**src/rtl/seven_seg_pkg.sv**
```systemverilog
`default_nettype none
// ============================================================================
// Module      : seven_seg_pkg
// Description : Shared segment decode table, blank pattern and scan states
//               for the multiplexed seven-segment driver.
// Revision    : 1.0 - initial release
// ============================================================================
package seven_seg_pkg;

    // Active-high gfedcba patterns for hex digits 0-F
    localparam logic [6:0] SEG_HEX_LUT [16] = '{
        7'h3F, 7'h06, 7'h5B, 7'h4F, 7'h66, 7'h6D, 7'h7D, 7'h07,
        7'h7F, 7'h67, 7'h77, 7'h7C, 7'h58, 7'h5E, 7'h79, 7'h71
    };

    localparam logic [6:0] SEG_ALL_OFF = 7'h7F;

    typedef enum logic [0:0] {
        BLANK = 1'b0,
        ON    = 1'b1
    } scan_state_t;

endpackage
`default_nettype wire

```
**src/rtl/seven_seg_mux_hex_to_seg.sv**
```systemverilog
`default_nettype none
// ============================================================================
// Module      : hex_to_seg
// Description : Combinational hex digit to active-low gfedcba segment decoder.
// Revision    : 1.0 - initial release
// ============================================================================
module hex_to_seg
    import seven_seg_pkg::*;
(
    input  logic [3:0] hex,
    output logic [6:0] seg
);

    assign seg = ~SEG_HEX_LUT[hex];

endmodule
`default_nettype wire

```
**src/rtl/seven_seg_mux.sv**
```systemverilog
`default_nettype none
// ============================================================================
// Module      : seven_seg_mux
// Description : Time-multiplexed N-digit common-anode seven-segment driver
//               with tear-free frame updates and anode dead-time blanking.
//               Optional leading-zero blanking: define SEVEN_SEG_LZ_BLANK_EN.
// Revision    : 1.0 - initial release
// ============================================================================
module seven_seg_mux
    import seven_seg_pkg::*;
#(
    parameter int NUM_DIGITS  = 2,
    parameter int REFRESH_DIV = 24000,
    parameter int DEAD_CYCLES = 240
) (
    input  logic                    clk,
    input  logic                    reset,
    input  logic [4*NUM_DIGITS-1:0] digits,
    input  logic [NUM_DIGITS-1:0]   digit_en,
    input  logic                    load,
    output logic [6:0]              seg,
    output logic [NUM_DIGITS-1:0]   anode,
    output logic                    frame_done
);

    localparam int c_cnt_w = $clog2(REFRESH_DIV);
    localparam int c_idx_w = (NUM_DIGITS > 1) ? $clog2(NUM_DIGITS) : 1;

    localparam logic [c_cnt_w-1:0] c_cnt_last = c_cnt_w'(REFRESH_DIV - 1);
    localparam logic [c_cnt_w-1:0] c_dead     = c_cnt_w'(DEAD_CYCLES);
    localparam logic [c_idx_w-1:0] c_idx_last = c_idx_w'(NUM_DIGITS - 1);

    logic [4*NUM_DIGITS-1:0] r_capture_digits;
    logic [NUM_DIGITS-1:0]   r_capture_en;
    logic [4*NUM_DIGITS-1:0] r_shadow_digits;
    logic [NUM_DIGITS-1:0]   r_shadow_en;

    logic [c_cnt_w-1:0]      r_cnt;
    logic [c_idx_w-1:0]      r_idx;
    scan_state_t             r_state;

    logic [3:0]              w_digit_arr [NUM_DIGITS];
    logic [NUM_DIGITS-1:0]   w_show;
    logic [3:0]              w_cur_digit;
    logic                    w_cur_show;
    logic [6:0]              w_seg_dec;
    logic [NUM_DIGITS-1:0]   w_anode_on;

    // Capture on load; shadow only changes at the frame boundary so a scan
    // never mixes old and new digits.
    always_ff @(posedge clk) begin
        if (reset) begin
            r_capture_digits <= '0;
            r_capture_en     <= '0;
            r_shadow_digits  <= '0;
            r_shadow_en      <= '0;
        end else begin
            if (load) begin
                r_capture_digits <= digits;
                r_capture_en     <= digit_en;
            end
            if (frame_done) begin
                r_shadow_digits <= load ? digits   : r_capture_digits;
                r_shadow_en     <= load ? digit_en : r_capture_en;
            end
        end
    end

    always_ff @(posedge clk) begin
        if (reset) begin
            r_cnt      <= '0;
            r_idx      <= '0;
            frame_done <= 1'b0;
        end else if (r_cnt == c_cnt_last) begin
            r_cnt      <= '0;
            r_idx      <= (r_idx == c_idx_last) ? '0 : r_idx + 1'b1;
            frame_done <= (r_idx == c_idx_last);
        end else begin
            r_cnt      <= r_cnt + 1'b1;
            frame_done <= 1'b0;
        end
    end

    for (genvar gi = 0; gi < NUM_DIGITS; gi++) begin : g_unpack
        assign w_digit_arr[gi] = r_shadow_digits[4*gi +: 4];
    end

`ifdef SEVEN_SEG_LZ_BLANK_EN
    // Walk from the most significant digit down; a digit is shown once any
    // digit at or above it is non-zero. Digit 0 always shows.
    logic w_nz_seen;
    always_comb begin
        w_nz_seen = 1'b0;
        w_show    = '0;
        for (int i = NUM_DIGITS - 1; i >= 0; i--) begin
            w_nz_seen = w_nz_seen | (w_digit_arr[i] != 4'h0);
            w_show[i] = r_shadow_en[i] & ((i == 0) | w_nz_seen);
        end
    end
`else
    assign w_show = r_shadow_en;
`endif

    assign w_cur_digit = w_digit_arr[r_idx];
    assign w_cur_show  = w_show[r_idx];
    assign w_anode_on  = ~(NUM_DIGITS'(1) << r_idx);

    hex_to_seg u_hex_to_seg (
        .hex (w_cur_digit),
        .seg (w_seg_dec)
    );

    // Outputs are registered from the previous counter value
    always_ff @(posedge clk) begin
        if (reset) begin
            r_state <= BLANK;
            seg     <= SEG_ALL_OFF;
            anode   <= '1;
        end else begin
            case (r_state)
                BLANK: begin
                    if (r_cnt == c_dead) begin
                        r_state <= ON;
                        anode   <= w_anode_on;
                        seg     <= w_cur_show ? w_seg_dec : SEG_ALL_OFF;
                    end else begin
                        anode   <= '1;
                        seg     <= SEG_ALL_OFF;
                    end
                end
                ON: begin
                    if (r_cnt == '0) begin
                        r_state <= BLANK;
                        anode   <= '1;
                        seg     <= SEG_ALL_OFF;
                    end else begin
                        anode   <= w_anode_on;
                        seg     <= w_cur_show ? w_seg_dec : SEG_ALL_OFF;
                    end
                end
                default: begin
                    r_state <= BLANK;
                    anode   <= '1;
                    seg     <= SEG_ALL_OFF;
                end
            endcase
        end
    end

endmodule
`default_nettype wire
```
**config.mk**
```make
export PLATFORM = sky130hd
export DESIGN_NAME = seven_seg_mux
export DESIGN_NICKNAME = d
export VERILOG_FILES = /design/src/rtl/seven_seg_pkg.sv /design/src/rtl/seven_seg_mux_hex_to_seg.sv /design/src/rtl/seven_seg_mux.sv
export SDC_FILE = /design/constraint.sdc
export NUM_CORES = 1
export LEC_CHECK = 0
export CORE_ASPECT_RATIO = 0.7
export CORE_MARGIN = 2
export CORE_UTILIZATION = 40
export CTS_BUF_LIST = sky130_fd_sc_hd__clkbuf_4
export CTS_CLUSTER_DIAMETER = 150
export CTS_CLUSTER_SIZE = 25
export DETAILED_ROUTE_END_ITERATION = 12
export MAX_ROUTING_LAYER = met4
export SETUP_SLACK_MARGIN = 0.5
export SYNTH_ARGS = -nofsm -noshare
export SYNTH_HDL_FRONTEND = slang
export SYNTH_SLANG_ARGS = --single-unit
```
**constraint.sdc**
```tcl
create_clock -name clk -period 3.41 [get_ports clk]
set_input_delay 0.341 -clock clk [delete_from_list [all_inputs] [get_ports clk]]
set_output_delay 0.341 -clock clk [all_outputs]
set_load 0.005 [all_outputs]
```
==> out/metrics.yaml <==
worstHoldPathType: "flop to flop"
yosys_warnings: 0
final_common_cell: "dfxtp_1"
max_clock_freq_mhz: 479
tritoncts: "built"
endpoint_kind: "flop"
r2r_start: "r_idx"
r2r_cells: 6
path_class: "flop to flop"
hp-start: "r_cnt[0]"
hold_depth: 1
cts_buffers: 5
path_clk_slew_ns: 0.14
rsz0062_at_grt: "no"
drc: 0
crit_slowest_cell: "dfxtp_1"
finalSetupViolCount: 0
vias_per_cell: 4.88
netlist_instances: 214
cp-startpoint: "r_idx"
fin_crit_ns: 2.09
wire_per_inst_um: 11.8
cp_top_family: "multiplexers"
cts_resized: 0
die_area_um2: 5730
cp_cell_sequence: "mux2i_1, inv_1, ha_1, mux2_2, nand2_1, nand3_1"
grt_pass1_vias: 1287
dp_cells: 298
slew_headroom_pct: 59.6
synth_seq_area_share_pct: 45.8
hpwl_mm: 2.59
synth_area_um2: 2050
core-area_um2: 4860
ioPinCount: 23
finalHoldViolations: 0
yosys-top-cells-area: "dfxtp_1, nor2_1, mux2i_1"
tns_ns: 0
outcome: "complete, no violations"
cts-root-buf: "clkbuf_4"
start_util_pct: 42.2
holdPathEnd: "r_cnt[0]"
cp_data_arrival_time_ns: 2.32
drt_iter0_markers: 52
htree_levels: 2
ys_ff_latch: 47
synthDistinctLibCells: 37
dieWidth_um: 89.6
synthArstFlopShare_pct: 0
maxCapViolations: 0
drive_above_1_share_pct: 10.5
synth_nets: 234
clock-sinks: 47
tightest_slew_ns: 0.604
die_h_um: 63.9
ctsLongestPathBuffers: 2
final_cell_mix: "dfxtp_1, nor2_1, clkdlybuf4s50_1"
drtPass1Iterations: 4
path_buf_inv: 1
clk_latency_ns: 0.35
antennaDiodeCount: 0
r2r-end: "seg[6]"
slew_viol_final: 0
hold_buffers: 0
ir_worst_vdd_uv: 233
synth_ff_type: "dfxtp_1"
reg2reg_slack_ns: 1.32
critical_path_depth: 6
synth-edff-count: 0
synth_top_area_cell: "dfxtp_1"
final_antenna_net_count: 0
port_buffers: 22
via_count: 1492
post-cts-setup-buffers: 0
grt_max_degree: 26
rows: 21
layout.nets: 256
grt-ovfl-total: 0
power.density_nw_per_um2: 419
syn_avg_cell_area_um2: 9.59
place.gp.congestion: 0.880
required_ns: 3.64
skew_ns: 0.0103
grtUsageTotal_pct: 14.1
areaGrowthSynthToFinish_pct: 18.6
yosysTopAreaCellShare_pct: 45.8
hold_slack_ns: 0.501
grt_pass1_wl_mm: 6.14
path_max_fanout: 8
instances_no_fill: 306
p_leak_nw: 0.862
cp-start-kind: "flop"
antenna_found_initial: 0
crit_path_max_incr_delay_ns: 0.61
routed_wl_mm: 3.62
fin_crit_sh_pct: 61.3
sequential cells by signal, indices dropped and copies added (netlist names):
signal	count
r_cnt	15
r_capture_digits	8
r_shadow_digits	8
seg	7
anode	2
r_capture_en	2
r_shadow_en	2
frame_done	1
r_idx	1
r_state	1
area by class of cell:
cell class / count / area, um2
inverter: 7 / 26.3
multi-input combinational: 150 / 1030
sequential: 47 / 941
timing repair buffer: 25 / 243
tap: 69 / 86.3
clock buffer: 5 / 37.5
fill: 460 / 2430
clock inverter: 3 / 67.6
cells in the mapped netlist (all sizes together) (2+ instances only):
cell type and n:
dfxtp 47, nor2 39, mux2i 14, nand2 14
a211oi 13, nand3 12, xnor2 11, ha 7
inv 7, buf 6, nor3 6, nor4 6
clkbuf 4, nand4 4, a31o 3, mux2 3
nor2b 2, nor4b 2, o2111ai 2, o211ai 2
xor2 2
power breakdown:
part           internal, mW  leakage (nW)  switching (mW)  total, mW
clock network         0.228        0.0514           0.178      0.406
registers             0.559         0.382         0.00543      0.564
logic                0.0258         0.429          0.0232     0.0490
layer usage:
metal  up-vias  part of all wire, %  track usage (%)
li1        793                    -                -
met1       654                   58             22.2
met2        41                   35             17.0
met3         4                  5.4             4.01
met4         0                 0.69             3.92
met5         -                    0                -
metrics by stage:
step / power [mW] / util [%] / worst slack (ns) / instance area, um2
after floorplan: 0.606 / - / 1.65 / 2050
after global placement: 0.626 / 47.9 / 1.44 / 2330
after detailed placement: 0.626 / 47.9 / 1.36 / 2330
after CTS: 1.03 / 50.1 / 1.33 / 2430
after global routing: 1.06 / 50.1 / 1.13 / 2430
final: 1.02 / 50.1 / 1.32 / 2430
worst max path at each step:
stage / end / slack, ns
floorplan: seg[3] / 1.65
CTS: seg[6] / 1.33
detailed placement: seg[6] / 1.36
finish: seg[6] / 1.32
global route: seg[3] / 1.13
global placement: seg[3] / 1.44
kinds of logic (layout without fill, tap and decap cells):
family	after synthesis	after routing	synth area share (%)
mux	17	17	9.08
buf+inv	17	40	3.84
fa+ha+maj	7	7	4.27
xor+xnor	13	13	5.55
simple gates	88	88	21.5
flops	47	47	45.8
compound gates	25	25	9.93
No activity file was read; power rests on OpenSTA's default activity.
